## config.mk

```make
export PLATFORM = sky130hd
export DESIGN_NAME = mem_store_buffer
export DESIGN_NICKNAME = d
export VERILOG_FILES = /design/src/rtl/mem_pkg.sv /design/src/rtl/mem_store_buffer_sb_fifo.sv /design/src/rtl/mem_store_buffer.sv
export SDC_FILE = /design/constraint.sdc
export NUM_CORES = 1
export LEC_CHECK = 0
export CAP_MARGIN = 20
export CORE_AREA = 4 4 182 184
export DETAILED_ROUTE_END_ITERATION = 8
export DIE_AREA = 0 0 186 188
export PLACE_DENSITY = 0.74
export SKIP_CTS_REPAIR_TIMING = 1
export SKIP_LAST_GASP = 1
export SLEW_MARGIN = 20
export SYNTH_ARGS = -nofsm -noshare
export SYNTH_HDL_FRONTEND = slang
export SYNTH_SLANG_ARGS = --single-unit
```

## constraint.sdc

```tcl
create_clock -name clk -period 6.15 [get_ports clk]
set_clock_uncertainty 0.2 [all_clocks]
set_input_delay 1.23 -clock clk [delete_from_list [all_inputs] [get_ports clk]]
set_output_delay 1.23 -clock clk [all_outputs]
set_load 0.05 [all_outputs]
```

## src/rtl/mem_pkg.sv

```systemverilog
// Shared types for the MEM-stage store buffer: entry layout, sequencer states, lane helper.
package mem_pkg;

  localparam int MEM_ADDR_W = 32;
  localparam int MEM_DATA_W = 32;
  localparam int SEL_W      = MEM_DATA_W / 8;
  localparam int WADDR_W    = MEM_ADDR_W - 2;

  typedef struct packed {
    logic [WADDR_W-1:0] waddr;
    logic [SEL_W-1:0]   sel;
    logic [MEM_DATA_W-1:0] data;
  } sb_entry_t;

  typedef enum logic [2:0] {
    IDLE,
    LD_ADDR,
    LD_DATA,
    ST_ADDR,
    ST_DATA
  } sb_state_e;

  function automatic logic sel_covers(input logic [SEL_W-1:0] have,
                                      input logic [SEL_W-1:0] need);
    return (have & need) == need;
  endfunction

endpackage

```

## src/rtl/mem_store_buffer_sb_fifo.sv

```systemverilog
// Store-buffer entry storage: in-order FIFO with a parallel word-address compare
// and selection of the youngest matching entry.
module sb_fifo
  import mem_pkg::*;
#(
  parameter int DEPTH = 4
) (
  input  logic                         clk,
  input  logic                         rst,
  input  logic                         enq,
  input  sb_entry_t                    enq_entry,
  input  logic                         deq,
  input  logic [WADDR_W-1:0]           lookup_waddr,
  output sb_entry_t                    head_entry,
  output logic [$clog2(DEPTH+1)-1:0]   count,
  output logic                         hit,
  output sb_entry_t                    youngest
);

  localparam int PTR_W = $clog2(DEPTH);
  localparam int CNT_W = $clog2(DEPTH+1);

  sb_entry_t        mem_q [DEPTH];
  logic [DEPTH-1:0] valid_q;
  logic [DEPTH-1:0] hit_vec;
  logic [PTR_W-1:0] head_q;
  logic [PTR_W-1:0] tail_q;
  logic [CNT_W-1:0] count_q;

  always_ff @(posedge clk) begin
    if (rst) begin
      valid_q <= '0;
      head_q  <= '0;
      tail_q  <= '0;
      count_q <= '0;
    end else begin
      if (enq) begin
        valid_q[tail_q] <= 1'b1;
        tail_q          <= tail_q + 1'b1;
      end
      if (deq) begin
        valid_q[head_q] <= 1'b0;
        head_q          <= head_q + 1'b1;
      end
      case ({enq, deq})
        2'b10:   count_q <= count_q + 1'b1;
        2'b01:   count_q <= count_q - 1'b1;
        default: count_q <= count_q;
      endcase
    end
  end

  // Payload needs no reset: valid_q alone decides whether a slot is live.
  always_ff @(posedge clk) begin
    if (enq) mem_q[tail_q] <= enq_entry;
  end

  always_comb begin
    for (int i = 0; i < DEPTH; i++) begin
      hit_vec[i] = valid_q[i] & (mem_q[i].waddr == lookup_waddr);
    end
  end

  // Walk from oldest to youngest so the last match wins.
  always_comb begin
    logic [PTR_W-1:0] idx;
    idx      = '0;
    youngest = '0;
    for (int k = 0; k < DEPTH; k++) begin
      idx = head_q + PTR_W'(k);
      if (hit_vec[idx]) youngest = mem_q[idx];
    end
  end

  assign head_entry = mem_q[head_q];
  assign count      = count_q;
  assign hit        = |hit_vec;

endmodule

```

## src/rtl/mem_store_buffer.sv

```systemverilog
// Posted-write store buffer and single-outstanding load/drain bus sequencer.
// Optional build macro SB_FORWARD_EN: fully covered cached loads forward from the buffer.
module mem_store_buffer
  import mem_pkg::*;
#(
  parameter int DEPTH  = 4,
  parameter int ADDR_W = MEM_ADDR_W,
  parameter int DATA_W = MEM_DATA_W
) (
  input  logic              clk,
  input  logic              rst,
  input  logic              mem_req,
  input  logic              mem_wr,
  input  logic [ADDR_W-1:0] mem_addr,
  input  logic [SEL_W-1:0]  mem_sel,
  input  logic [DATA_W-1:0] mem_wdata,
  input  logic              mem_uncached,
  input  logic              mem_flush,
  output logic              mem_stall,
  output logic              mem_rvalid,
  output logic [DATA_W-1:0] mem_rdata,
  output logic              sb_empty,
  output logic              data_req,
  output logic              data_wr,
  output logic [ADDR_W-1:0] data_addr,
  output logic [SEL_W-1:0]  data_sel,
  output logic [DATA_W-1:0] data_wdata,
  input  logic              data_addr_ok,
  input  logic              data_data_ok,
  input  logic [DATA_W-1:0] data_rdata
);

  localparam int CNT_W = $clog2(DEPTH+1);

  sb_state_e        state_q, state_d;
  sb_entry_t        head_entry, youngest, enq_entry;
  logic [CNT_W-1:0] count;
  logic             fifo_hit;
  logic             act, st_req, ld_req, full, enq, hit, fwd_ok;
  logic             ld_done, st_done, launch_ld, launch_st;
  logic             ld_squash_q, rvalid_q;
  logic [DATA_W-1:0] rdata_q;

  assign act    = mem_req & ~mem_flush;
  assign st_req = act & mem_wr;
  assign ld_req = act & ~mem_wr;
  assign full   = (count == CNT_W'(DEPTH));
  // A full buffer does not see a same-cycle dequeue; the store retries next cycle.
  assign enq    = st_req & ~full;

  assign enq_entry = '{waddr: mem_addr[ADDR_W-1:2], sel: mem_sel, data: mem_wdata};

  sb_fifo #(.DEPTH(DEPTH)) u_fifo (
    .clk          (clk),
    .rst          (rst),
    .enq          (enq),
    .enq_entry    (enq_entry),
    .deq          (st_done),
    .lookup_waddr (mem_addr[ADDR_W-1:2]),
    .head_entry   (head_entry),
    .count        (count),
    .hit          (fifo_hit),
    .youngest     (youngest)
  );

  assign sb_empty = (count == '0) & (state_q != ST_ADDR) & (state_q != ST_DATA);
  assign hit      = fifo_hit | (mem_uncached & ~sb_empty);

`ifdef SB_FORWARD_EN
  assign fwd_ok    = ld_req & ~mem_uncached & fifo_hit & sel_covers(youngest.sel, mem_sel);
  assign mem_rdata = fwd_ok ? youngest.data : rdata_q;
`else
  logic unused_fwd;
  assign unused_fwd = ^youngest;
  assign fwd_ok     = 1'b0;
  assign mem_rdata  = rdata_q;
`endif

  assign mem_rvalid = (rvalid_q & ld_req) | fwd_ok;
  assign mem_stall  = (st_req & full) | (ld_req & ~mem_rvalid);

  always_comb begin
    state_d   = state_q;
    data_req  = 1'b0;
    ld_done   = 1'b0;
    st_done   = 1'b0;
    launch_ld = 1'b0;
    launch_st = 1'b0;
    case (state_q)
      IDLE: begin
        // rvalid_q marks the hand-back cycle of the load just finished; don't relaunch it.
        if (ld_req & ~hit & ~fwd_ok & ~rvalid_q) begin
          state_d   = LD_ADDR;
          launch_ld = 1'b1;
        end else if (count != '0) begin
          state_d   = ST_ADDR;
          launch_st = 1'b1;
        end
      end
      LD_ADDR: begin
        data_req = 1'b1;
        if (data_addr_ok) begin
          if (data_data_ok) begin
            ld_done = 1'b1;
            state_d = IDLE;
          end else begin
            state_d = LD_DATA;
          end
        end
      end
      LD_DATA: begin
        if (data_data_ok) begin
          ld_done = 1'b1;
          state_d = IDLE;
        end
      end
      ST_ADDR: begin
        data_req = 1'b1;
        if (data_addr_ok) begin
          if (data_data_ok) begin
            st_done = 1'b1;
            state_d = IDLE;
          end else begin
            state_d = ST_DATA;
          end
        end
      end
      ST_DATA: begin
        if (data_data_ok) begin
          st_done = 1'b1;
          state_d = IDLE;
        end
      end
      default: state_d = IDLE;
    endcase
  end

  always_ff @(posedge clk) begin
    if (rst) state_q <= IDLE;
    else     state_q <= state_d;
  end

  always_ff @(posedge clk) begin
    if (rst) begin
      data_wr     <= 1'b0;
      data_addr   <= '0;
      data_sel    <= '0;
      data_wdata  <= '0;
      rdata_q     <= '0;
      rvalid_q    <= 1'b0;
      ld_squash_q <= 1'b0;
    end else begin
      if (launch_ld) begin
        data_wr     <= 1'b0;
        data_addr   <= mem_addr;
        data_sel    <= mem_sel;
        data_wdata  <= '0;
        ld_squash_q <= 1'b0;
      end else if (launch_st) begin
        data_wr    <= 1'b1;
        data_addr  <= {head_entry.waddr, 2'b00};
        data_sel   <= head_entry.sel;
        data_wdata <= head_entry.data;
      end
      // Once the requester flushes or walks away, the in-flight read must not be handed back.
      if (((state_q == LD_ADDR) | (state_q == LD_DATA)) & (mem_flush | ~mem_req))
        ld_squash_q <= 1'b1;
      if (ld_done) rdata_q <= data_rdata;
      rvalid_q <= ld_done & ~ld_squash_q & act;
    end
  end

endmodule

```

* Yosys cells after proc, flatten, opt, wreduce, memory -nomap -nowiden
Memory sizes are Yosys's and may differ from the RTL's. A register that Yosys moved wholly into a read port is not among the register bits. Index checks and enable logic that the tools add are counted.
Word-level totals: bits in registers 117, bits in latches 0, RAM bits 264, memory bits (read-only) 0, input bits 108, output and inout port bits 105, logic and storage cells 122, memories kept 1
Operators by class: $add $sub $neg 4, multipliers 0, divide/modulo/power cells 0, $lt $le $gt $ge 4, equal/unequal tests 17, shift-type cells 0, multiplexer cells 36, bitwise logic cells 35, reductions and logical operators 13
Memory list:
- u_fifo.mem_q | depth 4, bits a word 66, read ports 5, clocked after memory_dff 1, write ports 1, line mem_store_buffer_sb_fifo.sv:23 | sb_entry_t mem_q [DEPTH];
Operators by type and width (count):
- 30-bit equality test | 4
- 32-bit 2-to-1 mux | 2
- 4-bit 2-to-1 mux | 5
- 1-bit AND | 19
- 3-bit 2-to-1 mux | 6
- 1-bit 2-to-1 mux | 14
- 3-bit one-hot mux with 4 select lines | 1
- 1-bit inverter | 9
- 3-bit by 2-bit equality test with 1-bit output, second input constant | 2
- 3-bit equality test, second input constant | 2
- 3-bit zero test | 2
- 2-bit by 3-bit < comparator with 1-bit output, second input constant | 2
- 2-bit 2-to-1 mux | 3
- 3-bit inequality test, second input constant | 2
- 3-bit one-hot mux with 2 select lines | 1
- 2-bit nonzero test | 3
- 2-bit OR reduction | 3
- 2-bit by 1-bit adder with 2-bit output, second input constant | 2
- 4-bit AND | 1
- 1-bit demux with 2-bit select | 2
- 2-bit by 1-bit >= comparator with 1-bit output, second input constant | 2
- 2-bit inequality test, second input constant | 2
- 4-bit inverter | 1
- 1-bit OR | 4
- other kinds (13) | 15

* Logic depth before layout (Yosys ltp)
depth in word-level cells 13, depth in mapped cells 11

* Cells and area by module
Synthesis repeated with hierarchy kept, for this count alone.
Unflattened totals: cells, all modules 1820, area total of the unflattened synthesis 24472.2 um^2
Modules (own cells, without submodules):
- sb_fifo | instances 1, cells each 1318, area an instance 20006.7 um^2
- mem_store_buffer | instances 1, cells each 502, area an instance 4465.5 um^2

* Least setup slack after synthesis
Ideal clock, no wire load.
kind input-to-output, start input port mem_flush, end output port mem_stall, arrival 2606 ps, data required time 4720 ps, path slack 2114 ps, stages 2, cell sequence nand2b_1 -> a211oi_1
Between the ends: word-level cells in the longest chain between the ends 7, elaborated cells between the ends (all ways) 9, those cells by class bitwise (9)
Ends and longest elaborated chain:
- start: declaration | line mem_store_buffer.sv:18 | input logic mem_flush,
- 1-bit inverter (*) | line mem_store_buffer.sv:44 | assign act = mem_req & ~mem_flush;
- 1-bit AND (*) | line mem_store_buffer.sv:44
- 1-bit AND | line mem_store_buffer.sv:46 | assign ld_req = act & ~mem_wr;
- 1-bit AND | line mem_store_buffer.sv:79 | assign mem_rvalid = (rvalid_q & ld_req) | fwd_ok;
- 1-bit inverter | line mem_store_buffer.sv:80 | assign mem_stall = (st_req & full) | (ld_req & ~mem_rvalid);
- 1-bit AND | line mem_store_buffer.sv:80
- 1-bit OR (*) | line mem_store_buffer.sv:80
- end: declaration | line mem_store_buffer.sv:19 | output logic mem_stall,
Mark *: on every way between the ends. The rest lies on a longest branch, timed or not.

* Worst setup path after layout
start input port mem_req, end output port mem_stall
Between the ends: word-level cells in the longest chain between the ends 6, elaborated cells between the ends (all ways) 8, those cells by class bitwise (8)
Ends and longest elaborated chain:
- start: declaration | line mem_store_buffer.sv:12 | input logic mem_req,
- 1-bit AND (*) | line mem_store_buffer.sv:44
- 1-bit AND | line mem_store_buffer.sv:46
- 1-bit AND | line mem_store_buffer.sv:79
- 1-bit inverter | line mem_store_buffer.sv:80
- 1-bit AND | line mem_store_buffer.sv:80
- 1-bit OR (*) | line mem_store_buffer.sv:80
Marks and branches as above.

==> flow_summary.ini <==
[worst_setup_path]
worst-setup-path-type = input pin to output port
r2r_start = state_q[0]
r2r_end = data_wdata[28]
path_max_fanout = 4
reg2reg_slack_ns = 2.83
r2r_cells = 8
cp.arrival_ns = 3.15
critPathLaunchType = input pin
required_ns = 4.72
worstSetupEndpointType = output port

[power_and_ir_drop]
p_int_uw = 4620
switching_share_pct = 22.9
power_density_nw_per_um2 = 305
netSwitchingPower_uw = 1380
ir_worst_vdd_v = 0.000216
leakage_uw = 0.00612
pwr-share-comb_pct = 9.9
seqPwrFrac_pct = 47.6
p_clk_share_pct = 42.5

[timing]
worst_pin_slew_ns = 0.927
setup_viol = 0
rsz0062_at_grt = no
fmax_mhz = 219
hold_ws_ns = 0.233
hold_viol_final = 0
maxSlewViolCount = 0
fin_crit_sh_pct = 74.4
period_needed_ns = 4.58
finalSetupTns_ns = 0
max_slew_margin_pct = 38.2

[final_layout]
syn2layout_area_growth_pct = 23.4
antenna_cells = 0
nets = 1402
nFillCells = 2373
drive_above_1_share_pct = 11.8

[die]
die_area_um2 = 35000
io_pins = 213
die_h_um = 188
initial_core_util_pct = 50.8
rows = 65
die_w_um = 186
coreArea_um2 = 31400

[clocking]
cts_tree = yes
cts_buffer_depth = 3
cts_buffers = 41
h-tree-depth = 2
insertion_delay_ns = 0.53
clk_pin_slew_ns = 0.06
cts.sinks = 383
cts_root_buf = clkbuf_16

[synth]
synth_cell_types = 48
yosys_warnings = 0
syn-cell-area_um2 = 16000
synth-async-reset-ratio_pct = 0
ys_ff_latch = 383
synth_ff_type = edfxtp_1
synth-edff-count = 264
syn_avg_cell_area_um2 = 14.4
synth_seq_area_share_pct = 64.6
syn_inst = 1107
synth.net_count = 1225

[global_route]
grt_pass1_vias = 9932
grt_usage_pct = 21.2
grt_pass1_wl_mm = 57.6
overflow = 0
grt_max_degree = 71
antenna_found_initial = 0

[detailed_routing]
vias_per_cell = 5.63
drt-total-wl_mm = 37.2
ant_nets = 0
drt_pass1_iterations = 5
wl_per_cell_um = 21.6
drc_errors = 0
vias = 9683
drt_iter0_drc = 718

[placement]
dp_hpwl_mm = 23.5
io_buffer_count = 212
gp_congestion = 0.874

[flow_run]
drv_cap = 0

[hold_path]
worstHoldStart = ld_squash_q
min_path_type = flop to flop
min_path_cells = 1
min_to = rvalid_q

[outcome]
status = complete, no violations
## flip-flops by register name (all words and copies together) (netlist names), named ones only
register and flops:
u_fifo.valid_q 4, ld_squash_q 1, mem_rdata 32, u_fifo.head_q 2
u_fifo.mem_q 264, data_wr 1, data_addr 32, data_wdata 32
state_q 3, u_fifo.count 3, u_fifo.tail_q 2, data_sel 4
rvalid_q 1
## through the flow
step | total power (µW) | worst slack (ns) | instances | area, µm² | util (%)
final | 6000 | 1.57 | 1719 | 19700 | 62.7
after global routing | 6200 | 1.53 | 1719 | 19700 | 62.7
after CTS | 6050 | 1.54 | 1719 | 19700 | 62.7
after detailed placement | 3510 | 1.48 | 1643 | 18300 | 58.2
after global placement | 3500 | 1.52 | 1643 | 18300 | 58.2
after floorplan | 3270 | 2.11 | 1107 | 16000 | -
## Yosys cell counts, drive strengths merged, types with 3 or more instances
| library cell | n | area [µm²] |
|---|---|---|
| xor2 | 4 | 35.0 |
| clkbuf | 35 | 133 |
| nor2b | 9 | 56.3 |
| nor2 | 51 | 191 |
| a211oi | 39 | 293 |
| inv | 15 | 56.3 |
| ha | 9 | 113 |
| buf | 56 | 305 |
| o21ai | 3 | 15.0 |
| edfxtp | 264 | 7930 |
| mux4 | 66 | 1490 |
| and2 | 5 | 31.3 |
| nand3 | 7 | 40.0 |
| mux2i | 36 | 360 |
| a21oi | 73 | 365 |
| nand4 | 25 | 156 |
| nor3b | 4 | 30.0 |
| nor3 | 7 | 40.0 |
| nor4 | 10 | 83.8 |
| nand2b | 5 | 31.3 |
| nand2 | 98 | 368 |
| nand3b | 34 | 255 |
| dfxtp | 119 | 2380 |
| xnor2 | 114 | 998 |
## worst max-delay path by stage
stage / from / to / slack, ns / depth (start not counted)
floorplan: mem_flush / mem_stall / 2.11 / 2
global placement: mem_addr[12] / data_addr[7] / 1.52 / 9
detailed placement: mem_addr[18] / data_addr[7] / 1.48 / 9
CTS: mem_req / mem_stall / 1.54 / 4
global route: mem_req / mem_stall / 1.53 / 4
finish: mem_req / mem_stall / 1.57 / 4
## power by group through the flow
stage                     clock [µW]  sequential (µW)  combinational, µW
after floorplan                    0             3040                232
after global placement             0             2910                589
after detailed placement           0             2910                595
after CTS                       2590             2860                599
after global routing            2710             2860                633
final                           2550             2860                596
## cell usage in the layout (no fill, tap or decap), drive strengths merged, types with 5 or more instances in the layout
cell type and n:
a211oi 39, a21oi 73, and2 5, buf 14, bufinv 5, clkbuf 60, clkdlybuf4s50 211, clkinv 10
dfxtp 119, edfxtp 264, ha 9, inv 16, mux2i 36, mux4 66, nand2 98, nand2b 5
nand3 7, nand3b 34, nand4 25, nor2 51, nor2b 9, nor3 7, nor4 10, xnor2 114
## final cells by class
cell class | instances | area (µm²) | share of cell area [%]
timing repair buffer | 225 | 2230 | 11.3
inverter | 15 | 56.3 | 0.286
clock inverter | 16 | 201 | 1.02
sequential | 383 | 10300 | 52.4
tap | 402 | 503 | 2.56
multi-input combinational | 618 | 5170 | 26.3
clock buffer | 60 | 1210 | 6.15
## critical path, cell delays in order
cell	delay (ns)
clkdlybuf4s50_1	0.52
nand2b_1	0.12
a211oi_1	0.39
clkdlybuf4s50_1	0.88
## kinds of logic (layout without fill, tap and decap cells)
logic type,after synthesis,after routing,share of synthesized area [%]
flops,383,383,64.6
buf+inv,106,316,3.10
compound gates,126,126,4.99
fa+ha+maj,10,10,0.832
simple gates,262,262,8.39
mux,102,102,11.6
xor+xnor,118,118,6.48
## routing by layer
layer | up-vias | track usage, % | wire (µm)
met5 | - | 0 | 0
met4 | 0 | 4.68 | 652
met3 | 52 | 4.09 | 3060
met2 | 359 | 34.8 | 17900
met1 | 4817 | 29.6 | 15500
li1 | 4455 | - | -
Note: power is estimated with default switching activity, not from simulation.
